## src/rtl/decoder_pkg.sv

```systemverilog
// decoder_pkg
//   Shared definitions for decoder_n_scan and its dwell counter:
//   - state_e       : FSM state encoding (IDLE / DECODE / SCAN)
//   - N_MIN..N_MAX  : legal range of the select width N
//   - DWELL_MIN/MAX : legal range of the scan dwell length
//   - n_legal/dwell_legal : parameter-range helpers used for elaboration checks
package decoder_pkg;

  localparam int N_MIN     = 1;
  localparam int N_MAX     = 6;
  localparam int DWELL_MIN = 1;
  localparam int DWELL_MAX = 65535;

  typedef enum logic [1:0] {
    IDLE   = 2'd0,
    DECODE = 2'd1,
    SCAN   = 2'd2
  } state_e;

  function automatic bit n_legal(input int n);
    return (n >= N_MIN) && (n <= N_MAX);
  endfunction

  function automatic bit dwell_legal(input int d);
    return (d >= DWELL_MIN) && (d <= DWELL_MAX);
  endfunction

endpackage

```

## src/rtl/dwell_counter.sv

```systemverilog
// dwell_counter
//   Counts 0..DWELL-1 while inc is high, wrapping to 0 after the last count.
//   Ports:
//     clk    - clock, rising edge
//     rst    - synchronous active-high reset, clears the count
//     clr    - synchronous clear (priority over inc)
//     inc    - advance the count this cycle
//     expire - count currently sits at DWELL-1; the next inc wraps it
module dwell_counter
  import decoder_pkg::*;
#(
  parameter int DWELL = 4
) (
  input  logic clk,
  input  logic rst,
  input  logic clr,
  input  logic inc,
  output logic expire
);

  if (!dwell_legal(DWELL)) begin : g_bad_dwell
    $error("dwell_counter: DWELL=%0d outside %0d..%0d", DWELL, DWELL_MIN, DWELL_MAX);
  end

  localparam int CW = (DWELL > 1) ? $clog2(DWELL) : 1;
  localparam logic [CW-1:0] LAST = CW'(DWELL - 1);

  logic [CW-1:0] cnt_q;

  // Terminal-count flag is not gated by inc so the parent can read it
  // inside the same combinational block that drives inc.
  assign expire = (cnt_q == LAST);

  always_ff @(posedge clk) begin
    if (rst || clr) begin
      cnt_q <= '0;
    end else if (inc) begin
      cnt_q <= expire ? '0 : cnt_q + CW'(1);
    end
  end

endmodule

```

## src/rtl/decoder_n_scan.sv

```systemverilog
// decoder_n_scan
//   N-to-2**N one-hot decoder with an auto-scan mode.
//   Decode mode: each accepted y produces D = 1<<y one cycle later and holds.
//   Scan mode  : D walks 1<<sel, sel advancing every DWELL cycles and wrapping.
//   Ports:
//     clk     - clock, rising edge
//     rst     - synchronous active-high reset
//     en      - block enable; while low, D/D_valid read 0 and all state freezes
//     mode    - 0 = decode, 1 = scan
//     y       - binary select (decode mode)
//     y_valid - y is valid
//     y_ready - en & ~mode; accept = y_valid & y_ready
//     D       - one-hot (or all-zero) output
//     D_valid - D holds a valid one-hot value
//     sel     - index of the asserted D bit
module decoder_n_scan
  import decoder_pkg::*;
#(
  parameter int N     = 3,
  parameter int DWELL = 4
) (
  input  logic                clk,
  input  logic                rst,
  input  logic                en,
  input  logic                mode,
  input  logic [N-1:0]        y,
  input  logic                y_valid,
  output logic                y_ready,
  output logic [(1<<N)-1:0]   D,
  output logic                D_valid,
  output logic [N-1:0]        sel
);

  if (!n_legal(N)) begin : g_bad_n
    $error("decoder_n_scan: N=%0d outside %0d..%0d", N, N_MIN, N_MAX);
  end
  if (!dwell_legal(DWELL)) begin : g_bad_dwell
    $error("decoder_n_scan: DWELL=%0d outside %0d..%0d", DWELL, DWELL_MIN, DWELL_MAX);
  end

  localparam int W = 1 << N;

  state_e         state_q, state_d;
  logic [N-1:0]   sel_q, sel_d;
  logic [W-1:0]   d_q, d_d;
  logic           valid_q, valid_d;
  logic           accept;
  logic           cnt_clr, cnt_inc, cnt_expire;

  assign y_ready = en & ~mode;
  assign accept  = y_valid & y_ready;

  dwell_counter #(
    .DWELL (DWELL)
  ) u_dwell (
    .clk    (clk),
    .rst    (rst),
    .clr    (cnt_clr),
    .inc    (cnt_inc),
    .expire (cnt_expire)
  );

  always_comb begin
    state_d = state_q;
    sel_d   = sel_q;
    valid_d = valid_q;
    cnt_clr = 1'b0;
    cnt_inc = 1'b0;
    if (en) begin
      case (state_q)
        IDLE: begin
          if (mode) begin
            state_d = SCAN;
            valid_d = 1'b1;
            cnt_clr = 1'b1;
          end else if (accept) begin
            state_d = DECODE;
            sel_d   = y;
            valid_d = 1'b1;
          end
        end
        DECODE: begin
          if (mode) begin
            // Scan resumes from whatever sel currently shows.
            state_d = SCAN;
            valid_d = 1'b1;
            cnt_clr = 1'b1;
          end else if (accept) begin
            sel_d   = y;
            valid_d = 1'b1;
          end
        end
        SCAN: begin
          if (!mode) begin
            // Mode change wins over a coinciding dwell expiry: sel holds.
            state_d = DECODE;
            if (accept) begin
              sel_d = y;
            end
          end else begin
            cnt_inc = 1'b1;
            if (cnt_expire) begin
              sel_d = sel_q + N'(1);
            end
          end
        end
        default: begin
          state_d = IDLE;
        end
      endcase
    end
    d_d = '0;
    if (valid_d) begin
      d_d[sel_d] = 1'b1;
    end
  end

  always_ff @(posedge clk) begin
    if (rst) begin
      state_q <= IDLE;
      sel_q   <= '0;
      d_q     <= '0;
      valid_q <= 1'b0;
    end else begin
      state_q <= state_d;
      sel_q   <= sel_d;
      d_q     <= d_d;
      valid_q <= valid_d;
    end
  end

  // Registered value is masked while disabled so D reads zero immediately,
  // while the underlying registers keep their frozen contents for resume.
  assign D       = en ? d_q : '0;
  assign D_valid = en & valid_q;
  assign sel     = sel_q;

endmodule

```

## config.mk

```make
export PLATFORM = sky130hd
export DESIGN_NAME = decoder_n_scan
export DESIGN_NICKNAME = d
export VERILOG_FILES = /design/src/rtl/decoder_pkg.sv /design/src/rtl/dwell_counter.sv /design/src/rtl/decoder_n_scan.sv
export SDC_FILE = /design/constraint.sdc
export NUM_CORES = 1
export LEC_CHECK = 0
export ABC_AREA = 1
export CAP_MARGIN = 25
export CORE_UTILIZATION = 50
export DETAILED_ROUTE_END_ITERATION = 10
export PLACE_DENSITY = 0.9
export SYNTH_ARGS = -nofsm -noshare
export SYNTH_HDL_FRONTEND = slang
export SYNTH_SLANG_ARGS = --single-unit
```

## constraint.sdc

```tcl
create_clock -name clk -period 2.15 [get_ports clk]
set_input_delay 0.3225 -clock clk [delete_from_list [all_inputs] [get_ports clk]]
set_output_delay 0.3225 -clock clk [all_outputs]
set_load 0.02 [all_outputs]
```

# Yosys cells after proc, flatten, opt, wreduce, memory -nomap -nowiden
# Index checks and enable logic that the tools add are counted.
# W data, S select, Z words.
[totals]
register_bits = 16
input_bits = 8
elab_cells = 50
out_inout_bits = 13
[classes]
magnitude_cmp = 2
bitwise_logic = 5
n_reduce_logical = 6
addsub = 2
mux = 24
eq_ne = 6
[op_table]
columns = ["op", "n"]
rows = [
  ["$mux W3", 5],
  ["$mux W1", 10],
  ["$mux W2", 5],
  ["$mux W8", 1],
  ["$pmux W2 S3", 1],
  ["$pmux W3 S2", 1],
  ["$eq A2 B2 Y1 const B", 2],
  ["$lt A3 B4 Y1 const B", 1],
  ["$ne A2 B2 Y1 const B", 2],
  ["$reduce_and A4 Y1", 1],
  ["$reduce_or A2 Y1", 2],
  ["$add A3 B1 Y3 const B", 1],
  ["$and A1 B1 Y1", 3],
  ["$demux W1 S3", 1],
  ["$ge A3 B1 Y1 const B", 1],
  ["$ne A3 B3 Y1 const B", 1],
  ["$add A2 B1 Y2 const B", 1],
  ["$eq A2 B1 Y1 const B", 1],
  ["$logic_not A2 Y1", 1],
  ["$not A1 Y1", 2],
  ["$logic_and A1 B1 Y1", 1],
  ["$logic_or A1 B1 Y1", 1],
]

# Depth between registers and ports, before layout
# Gate-level depths: netlist (run 1).
[depth]
depth_word = 11
ltp_mapped = 11
depth_no_buf = 11

# Hierarchy
# Synthesis (run 1) repeated with hierarchy kept, for this count alone.
[hier_totals]
cells_unflattened = 140
area_unflattened_um2 = 898.4
[by_module_without_submodules]
columns = ["mod", "area_per_inst_um2", "n_inst", "cells_each"]
rows = [
  ["decoder_n_scan", 800.8, 1, 126],
  ["dwell_counter", 97.6, 1, 14],
]

# Worst setup path after synthesis (run 1)
# OpenSTA, ideal clock, no wires.
[synth_timing]
path_kind = "register to register"
start = "register sel_q[1], in the netlist sel[1]"
end = "register d_q[1]"
path_slack_ps = 765
synth_period_minus_slack_ps = 1385
path_stages_with_launch = 11
setup_time_ps = 65
arrival_time_ps = 1320
path_cell_list = "dfxtp_1 -> ha_1 -> nand2_1 -> nand3_1 -> nand2_1 -> nand2_1 -> nand2_1 -> nand2_1 -> nand2_1 -> nand2_1 -> nor2_1"
[synth_between]
elab_chain_len = 9
elab_cells_between_ends = 12
[synth_lines]
columns = ["item", "line_no", "source"]
rows = [
  ["start, declared", "decoder_n_scan.sv:44", "logic [N-1:0] sel_q, sel_d;"],
  ["start signal, assigned", "decoder_n_scan.sv:126", "sel_q <= sel_d;"],
  ["$add A3 B1 Y3", "decoder_n_scan.sv:103", "sel_d = sel_q + N'(1);"],
  ["$mux W3", "decoder_n_scan.sv:102", "if (cnt_expire) begin"],
  ["$mux W3", "decoder_n_scan.sv:94", "if (!mode) begin"],
  ["$pmux W3 S2", "decoder_n_scan.sv:70", "case (state_q)"],
  ["$mux W3 (*)", "decoder_n_scan.sv:69", "if (en) begin"],
  ["$lt A3 B4 Y1 (not written as such) or $ge A3 B1 Y1 (tied branches)", "decoder_n_scan.sv:114", "d_d[sel_d] = 1'b1;"],
  ["$logic_and A1 B1 Y1 (not written as such)", "decoder_n_scan.sv:114", ""],
  ["$mux W1 (not written as such)", "decoder_n_scan.sv:114", ""],
  ["$demux W1 S3 (*)", "decoder_n_scan.sv:114", ""],
  ["end signal, assigned", "decoder_n_scan.sv:122", "d_q <= '0;"],
  ["end signal, assigned", "decoder_n_scan.sv:127", "d_q <= d_d;"],
  ["end, declared", "decoder_n_scan.sv:45", "logic [W-1:0] d_q, d_d;"],
]
# Mark *: on every way between the ends. The rest lies on a longest branch, timed or not.
# A chain may end at the register's enable or synchronous reset.

# Worst setup path in the final report (run 1)
[layout_timing]
start = "input en"
end = "output D_valid"
[layout_between]
elab_chain_len = 1
[layout_lines]
columns = ["item", "line_no", "source"]
rows = [
  ["start, declared", "decoder_n_scan.sv:24", "input logic en,"],
  ["$and A1 B1 Y1", "decoder_n_scan.sv:135", "assign D_valid = en & valid_q;"],
  ["end, declared", "decoder_n_scan.sv:30", "output logic D_valid,"],
]
# No other way between the ends.

==> results of run 1 <==
==> registers in the layout (all words and copies together) (netlist names) <==
name           flops
valid_q            1
sel                3
d_q                8
u_dwell.cnt_q      2
state_q            2
==> worst min-delay path, stage by stage (launching register included) <==
cell and delay (ns):
dfxtp_1 0.32, nand2_1 0.06, a21oi_1 0.06
==> metal layers <==
layer  vias up  track usage (%)  share of wire, %
met5         -                0                 0
met4         0             8.48               1.3
met3         5             6.40               5.7
met2        33             37.9                51
met1       438             27.2                42
li1        474                -                 -
==> where the power goes <==
group,internal [mW],switching (mW)
combinational,0.0577,0.0798
sequential,0.307,0.00944
clock,0.0654,0.0932
==> path summary, 6_finish.rpt <==
path / endpoint / cells past startpoint
hold / removal: u_dwell.cnt_q[1]$_SDFFE_PP0P_ / 2
hold reg to reg: u_dwell.cnt_q[1]$_SDFFE_PP0P_ / 2
setup reg to reg: d_q[3]$_SDFF_PP0_ / 9
setup / recovery: D_valid / 5
==> kinds of logic (layout without fill, tap and decap cells) <==
family	Yosys count	in the layout
fa+ha+maj	2	2
buf+inv	25	48
compound gates	11	11
simple gates	85	85
flops	16	16
==> area by class of cell <==
cell class | count | area [sq um]
Fill cell | 143 | 547
Sequential cell | 16 | 320
Inverter | 22 | 85.1
Multi-Input combinational cell | 98 | 485
Tap cell | 25 | 31.3
Timing Repair Buffer | 23 | 235
Clock buffer | 3 | 22.5
==> synthesized netlist by cell type (2+ instances only) <==
library cell	n
buf_6	2
nand3_1	8
nor2_1	20
nand4_1	3
nand2_1	45
a21oi_2	2
ha_1	2
inv_1	20
a21oi_1	4
nand2_2	2
o21ai_0	3
dfxtp_1	16
==> through the flow <==
stage	instances	utilization (%)	area [sq um]
3_3_place_gp	184	67.0	1160
2_1_floorplan	139	-	918
5_1_grt	187	68.3	1180
6_report	187	68.3	1180
3_5_place_dp	184	67.0	1160
4_1_cts	187	68.3	1180
==> flow_metrics.py, run 1 <==
metrics = {
    "clocking": {
        "insertion_delay_ns": 0.29,
        "cts_buffers": 3,
        "clkTransAtPathRegs_ns": 0.08,
        "htreeDepth": 1,
        "cts_resized": 0,
        "cts_root_buf": "clkbuf_4",
        "cts.sinks": 16,
        "post_cts_buffers": 0,
        "hold_buffers": 0,
        "clockBufferDepth": 2,
        "cts_tree": "yes",
    },
    "pwr": {
        "report.power.total_uw": 612,
        "p_leak_nw": 0.568,
        "peakVddDrop_mv": 0.485,
        "powerDensity_nw_per_um2": 519,
    },
    "worst_setup_path": {
        "cp.required_ns": 1.83,
        "r2r_setup_slack_ns": 0.59,
        "crit_arrival_ns": 1.74,
        "cp_max_fo": 19,
        "crit_path_frequent_cell": "clkdlybuf4s50_1",
        "criticalPathCategory": "in2out",
        "critPathBufInv": 4,
        "cp-start-kind": "input port",
        "cp_top_family": "buffers and inverters",
        "cp_cell_sequence": "clkdlybuf4s50_1 -> buf_12 -> nand2_1 -> inv_1 -> clkdlybuf4s50_1",
        "worstSetupEndpointType": "output port",
        "r2r-start": "u_dwell.cnt_q[0]$_SDFFE_PP0P_",
        "crit_path_top_delay_cell": "clkdlybuf4s50_1",
        "startpoint": "en",
        "crit_path_max_incr_delay_ns": 0.61,
    },
    "logic_synthesis": {
        "ys_ff_latch": 16,
        "avgSynthCellArea_sq_um": 6.61,
        "syn_nets": 149,
        "synth_edf_count": 0,
        "yosys.area_share.adder_pct": 2.72,
        "synth_top_family_by_area": "simple AND/OR/NAND/NOR gates",
        "seq_area_frac_synth_pct": 34.9,
        "ys_warn_count": 0,
        "synth_area_leaders": "dfxtp_1 35%, nand2_1 18%, inv_1 8.2%",
        "synth_top_area_share_pct": 34.9,
        "synth_compound_area_share_pct": 7.49,
        "synth.distinct_cells": 24,
        "synthArstFlopShare_pct": 0,
        "syn-cell-area_sq_um": 918,
        "synthCells": 139,
        "synthXorXnorAreaFrac_pct": 0,
        "synthMuxAreaShare_pct": 0,
        "yosysTopAreaCell": "dfxtp_1",
        "synth_ff_type": "dfxtp_1",
        "synth-simple-area-share_pct": 42.6,
    },
    "floorplanning": {
        "rows": 15,
        "die_h_um": 44.9,
        "dieArea_sq_um": 2010,
        "coreArea_sq_um": 1730,
        "die_x_um": 44.9,
        "pin_count": 21,
        "initial_core_util_pct": 53.2,
    },
    "hold_path": {
        "min-delay-start": "u_dwell.cnt_q[1]$_SDFFE_PP0P_",
        "hp-class": "reg2reg",
    },
    "global_routing": {
        "antenna_found_initial": 0,
        "grt_overflow": 0,
        "grt_max_degree": 20,
        "grt_pass1_vias": 790,
        "track_usage_pct": 22.5,
        "grt_pass1_wl_mm": 3.27,
    },
    "cells_and_area": {
        "antennaDiodeCount": 0,
        "area_growth_pct": 28.5,
        "layout-drive-gt1-share_pct": 12.3,
        "final_cell_mix": "45 x nand2_1, 20 x inv_1, 20 x nor2_1, 20 x clkdlybuf4s50_1, 16 x dfxtp_1",
        "num-nets-final": 174,
        "layout_commonest_cell": "nand2_1",
    },
    "detailed_routing": {
        "drt-pass1-iter-count": 4,
        "vias": 950,
        "wirelength_mm": 2.06,
        "drt_iter0_markers": 34,
        "drc": 0,
        "antenna_left": 0,
        "vias_per_cell": 5.08,
        "wl_per_cell_um": 11.0,
    },
    "sta": {
        "slew_viol_final": 0,
        "slew_headroom_pct": 81.1,
        "finalHoldViolations": 0,
        "min_period_ns": 2.07,
        "worstMarginPinSlew_ns": 0.284,
        "finalSetupViolCount": 0,
        "tns_ns": 0,
        "rsz0062_at_grt": "no",
        "finalWorstSetupSlack_ns": 0.0827,
        "holdWs_ns": 0.477,
        "fin_crit_sh_pct": 96.2,
        "finClkSkew_ns": 0.00590,
        "fmaxAchievable_ghz": 0.484,
    },
    "flow_run": {
        "cap_viol_max_count": 0,
    },
    "status": {
        "status": "complete, no violations",
    },
    "placed_design": {
        "gp_congestion": 0.934,
        "numPortBuffers": 20,
        "dp_hpwl_mm": 1.62,
        "post-place-ws_ns": 0.0872,
    },
}
Note: power is estimated with default switching activity, not from simulation.
==> run 2, diff against run 1 <==
Settings changed: CORE_UTILIZATION 50 to 48, PLACE_DENSITY 0.9 to 0.87.
Clock period 2.15 ns to 2.25 ns, I/O delays scaled along.
==> run 2 against run 1 <==
Against the previous run: power decreased by 5.9%; non-clock buffer count decreased by 1; sequential power decreased by 4%; first-iteration DRC count decreased by 38%; final area decreased by 0.64%; utilization decreased by 1.9 points; largest power group unchanged.
==> flow_metrics.py, run 2 (same netlist as run 1, synthesis figures left out) <==
metrics = {
    "clocking": {
        "clockBufferDepth": 2,
        "clkTransAtPathRegs_ns": 0.08,
        "cts_tree": "yes",
        "htreeDepth": 1,
        "insertion_delay_ns": 0.28,
        "post_cts_buffers": 0,
        "cts_buffers": 3,
        "cts_resized": 0,
        "hold_buffers": 0,
        "cts_root_buf": "clkbuf_4",
        "cts.sinks": 16,
    },
    "cells_and_area": {
        "stdcell_count": 186,
        "area_growth_pct": 27.7,
        "largest_reg_flops": 8,
        "nFillCells": 172,
        "stdcell_area_sq_um": 1170,
        "final_cell_mix": "45 x nand2_1, 20 x inv_1, 20 x nor2_1, 20 x clkdlybuf4s50_1, 16 x dfxtp_1",
        "antennaDiodeCount": 0,
        "layout-drive-gt1-share_pct": 11.8,
        "regMostFlops": "d_q",
        "num-nets-final": 173,
        "layout_commonest_cell": "nand2_1",
    },
    "detailed_routing": {
        "vias_per_cell": 4.92,
        "antenna_left": 0,
        "wl_per_cell_um": 11.5,
        "drt-pass1-iter-count": 4,
        "wl_met3_um": 108,
        "top_layer": "met4",
        "met1_length_um": 926,
        "drt_iter0_markers": 21,
        "wirelength_mm": 2.13,
        "vias": 915,
        "drc": 0,
        "route.met2.wl_mm": 1.09,
    },
    "sta": {
        "finalSetupViolCount": 0,
        "slew_headroom_pct": 79.9,
        "rsz0062_at_grt": "no",
        "worstMarginPinSlew_ns": 0.302,
        "finClkSkew_ns": 0.00232,
        "fmaxAchievable_ghz": 0.478,
        "fin_crit_sh_pct": 92.9,
        "finalWorstSetupSlack_ns": 0.159,
        "min_period_ns": 2.09,
        "slew_viol_final": 0,
        "tns_ns": 0,
        "finalHoldViolations": 0,
    },
    "worst_setup_path": {
        "crit_path_top_delay_cell": "clkdlybuf4s50_1",
        "crit_arrival_ns": 1.75,
        "cp_max_fo": 19,
        "crit_path_frequent_cell": "clkdlybuf4s50_1",
        "crit_path_max_incr_delay_ns": 0.59,
        "worstSetupEndpointType": "output port",
        "cp-start-kind": "input port",
        "criticalPathCategory": "in2out",
        "cp_cell_sequence": "clkdlybuf4s50_1 -> buf_12 -> nand2_1 -> inv_1 -> clkdlybuf4s50_1",
        "cp.required_ns": 1.91,
    },
    "floorplanning": {
        "rows": 15,
        "coreArea_sq_um": 1760,
        "die_h_um": 45.7,
        "dieArea_sq_um": 2090,
        "die_x_um": 45.7,
        "initial_core_util_pct": 52.1,
        "pin_count": 21,
    },
    "global_routing": {
        "grt_max_degree": 20,
        "grt_pass1_wl_mm": 3.45,
        "track_usage_pct": 22.8,
        "grt_pass1_vias": 875,
        "grt_overflow": 0,
        "antenna_found_initial": 0,
    },
    "placed_design": {
        "dp_hpwl_mm": 1.70,
        "gp_congestion": 0.882,
        "place_area_sq_um": 1150,
        "post-place-ws_ns": 0.159,
        "dp_cells": 183,
        "numPortBuffers": 20,
    },
    "pwr": {
        "powerDensity_nw_per_um2": 491,
        "peakVddDrop_mv": 0.338,
        "p_leak_nw": 0.563,
    },
    "hold_path": {
        "hp-class": "reg2reg",
    },
    "status": {
        "status": "complete, no violations",
    },
    "flow_run": {
        "cap_viol_max_count": 0,
    },
}
run 2: report_power, final:
part / internal, mW / total (mW) / switching, mW / leakage [nW]
combinational: 0.0540 / 0.130 / 0.0762 / 0.419
clock: 0.0620 / 0.143 / 0.0806 / 0.0138
sequential: 0.293 / 0.303 / 0.00981 / 0.130
run 2: final cells by class:
class / instances / area (sq um) / share of cell area [%]
clock buffers: 3 / 22.5 / 1.92
flip-flops and latches: 16 / 320 / 27.3
repair buffers: 22 / 228 / 19.4
well taps: 25 / 31.3 / 2.67
inverters: 22 / 85.1 / 7.26
multi-input cells: 98 / 485 / 41.4
run 2: per-layer routing:
layer  vias to the layer above  global-route usage, %
met5                         -                      0
met4                         0                   4.12
met2                        21                   42.6
met1                       422                   25.7
li1                        470                      -
met3                         2                   6.35
run 2: critical path, delay by kind of cell:
family                 cells  cell delay, ns
buffers and inverters      4            1.34
AND/OR/NAND/NOR            1            0.07
run 2: worst paths after layout:
kind	endpoint	slack, ns	from	cells past startpoint
max reg2reg	d_q[2]$_SDFF_PP0_	0.69	u_dwell.cnt_q[0]$_SDFFE_PP0P_	9
min	u_dwell.cnt_q[1]$_SDFFE_PP0P_	0.48	u_dwell.cnt_q[1]$_SDFFE_PP0P_	2
max	D[1]	0.16	en	5
min reg2reg	u_dwell.cnt_q[1]$_SDFFE_PP0P_	0.48	u_dwell.cnt_q[1]$_SDFFE_PP0P_	2
run 2: metrics by stage:
stage / total power [mW] / util [%] / hold WS (ns)
finish: 0.576 / 66.5 / 0.481
global route: 0.605 / 66.5 / 0.508
CTS: 0.577 / 66.5 / 0.481
detailed placement: 0.439 / 65.2 / 0.469
global placement: 0.433 / 65.2 / 0.459
floorplan: 0.391 / - / 0.407
==> run 3, diff against run 2 <==
Settings changed: CORE_UTILIZATION 48 to 50, CTS_BUF_LIST set to sky130_fd_sc_hd__clkbuf_4 sky130_fd_sc_hd__clkbuf_8, GPL_ROUTABILITY_DRIVEN set to 0, PLACE_DENSITY 0.87 to 0.9.
==> run 3 against run 2 <==
Against the previous run: first-iteration DRC count fell by 4.8%; critical path depth unchanged; utilization rose by 2.4 points; sequential cell count unchanged; hold slack improved by 0.021 ns; clock power grew 35%; critical path type unchanged; critical endpoint unchanged.
==> flow_metrics.py, run 3 (same netlist as run 1, synthesis figures left out) <==
metrics = {
    "sta": {
        "finalWorstSetupSlack_ns": 0.199,
        "holdWs_ns": 0.502,
        "tns_ns": 0,
        "slew_viol_final": 0,
        "worstMarginPinSlew_ns": 0.297,
        "min_period_ns": 2.05,
        "fin_crit_sh_pct": 91.2,
        "slew_headroom_pct": 80.0,
        "finClkSkew_ns": 0.0111,
        "fmaxAchievable_ghz": 0.487,
        "rsz0062_at_grt": "no",
        "finalHoldViolations": 0,
        "finalSetupViolCount": 0,
    },
    "detailed_routing": {
        "vias_per_cell": 5.03,
        "drt_iter0_markers": 20,
        "antenna_left": 0,
        "wirelength_mm": 2.14,
        "wl_per_cell_um": 11.3,
        "drc": 0,
        "drt-pass1-iter-count": 4,
        "vias": 951,
    },
    "clocking": {
        "cts_buffers": 3,
        "clockBufferDepth": 2,
        "cts_resized": 0,
        "htreeDepth": 1,
        "cts.sinks": 16,
        "hold_buffers": 0,
        "cts_root_buf": "clkbuf_4",
        "post_cts_buffers": 0,
        "cts_tree": "yes",
        "clkTransAtPathRegs_ns": 0.10,
        "insertion_delay_ns": 0.29,
    },
    "floorplanning": {
        "initial_core_util_pct": 53.2,
        "pin_count": 21,
        "dieArea_sq_um": 2010,
        "die_x_um": 44.9,
        "coreArea_sq_um": 1730,
        "die_h_um": 44.9,
        "rows": 15,
    },
    "pwr": {
        "report.power.total_uw": 626,
        "powerDensity_nw_per_um2": 526,
        "peakVddDrop_mv": 0.385,
        "p_leak_nw": 0.575,
    },
    "worst_setup_path": {
        "worstSetupEndpointType": "output port",
        "crit_arrival_ns": 1.71,
        "crit_path_top_delay_cell": "clkdlybuf4s50_1",
        "r2r_setup_slack_ns": 0.71,
        "crit_path_frequent_cell": "clkdlybuf4s50_1",
        "criticalPathCategory": "in2out",
        "cp_cell_sequence": "clkdlybuf4s50_1 -> buf_4 -> nand2_1 -> inv_1 -> clkdlybuf4s50_1",
        "cp.required_ns": 1.91,
        "crit_path_max_incr_delay_ns": 0.60,
        "cp_max_fo": 10,
        "cp-start-kind": "input port",
    },
    "global_routing": {
        "track_usage_pct": 24.1,
        "grt_max_degree": 11,
        "grt_overflow": 0,
        "grt_pass1_vias": 871,
        "grt_pass1_wl_mm": 3.47,
        "antenna_found_initial": 0,
    },
    "placed_design": {
        "place_area_sq_um": 1150,
        "post-place-ws_ns": 0.212,
        "dp_hpwl_mm": 1.63,
        "numPortBuffers": 20,
        "dp_cells": 185,
    },
    "hold_path": {
        "hp-class": "reg2reg",
    },
    "flow_run": {
        "cap_viol_max_count": 0,
    },
    "cells_and_area": {
        "num-nets-final": 175,
        "layout_commonest_cell": "nand2_1",
        "regMostFlops": "d_q",
        "largest_reg_flops": 8,
        "fin_util_pct": 68.8,
        "antennaDiodeCount": 0,
        "layout-drive-gt1-share_pct": 13.4,
        "area_growth_pct": 29.4,
        "nFillCells": 157,
        "final_cell_mix": "45 x nand2_1, 20 x inv_1, 20 x nor2_1, 20 x clkdlybuf4s50_1, 16 x dfxtp_1",
        "stdcell_area_sq_um": 1190,
        "stdcell_count": 189,
    },
    "status": {
        "status": "complete, no violations",
    },
}
[run 3: path summary, 6_finish.rpt]
check | startpoint | to | depth (start not counted)
max | en | D[1] | 5
min | u_dwell.cnt_q[0]$_SDFFE_PP0P_ | u_dwell.cnt_q[0]$_SDFFE_PP0P_ | 2
max reg2reg | u_dwell.cnt_q[0]$_SDFFE_PP0P_ | d_q[3]$_SDFF_PP0_ | 9
min reg2reg | u_dwell.cnt_q[0]$_SDFFE_PP0P_ | u_dwell.cnt_q[0]$_SDFFE_PP0P_ | 2
[run 3: report_power, final]
part	switching (mW)	leakage [nW]	internal, mW
clock	0.0941	0.0210	0.0986
combinational	0.0763	0.424	0.0539
sequential	0.00937	0.130	0.293
total	0.180	0.575	0.446
[run 3: routing by layer]
layer | part of all wire [%] | track usage, %
met4 | 1.3 | 11.5
met3 | 6.3 | 4.80
met2 | 51 | 42.1
met1 | 41 | 28.3
met5 | 0 | 0
[run 3: final cells by class]
type                       instances  area, sq um  share of cell area (%)
multi-input combinational         98          485                    40.8
sequential                        16          320                    26.9
timing repair buffer              24          230                    19.4
inverter                          22         85.1                    7.16
clock buffer                       4         36.3                    3.05
tap                               25         31.3                    2.63
[run 3: worst max-delay path: cells and delay by family]
kind,cells,cell delay [ns]
buf+inv,4,1.31
simple gates,1,0.06
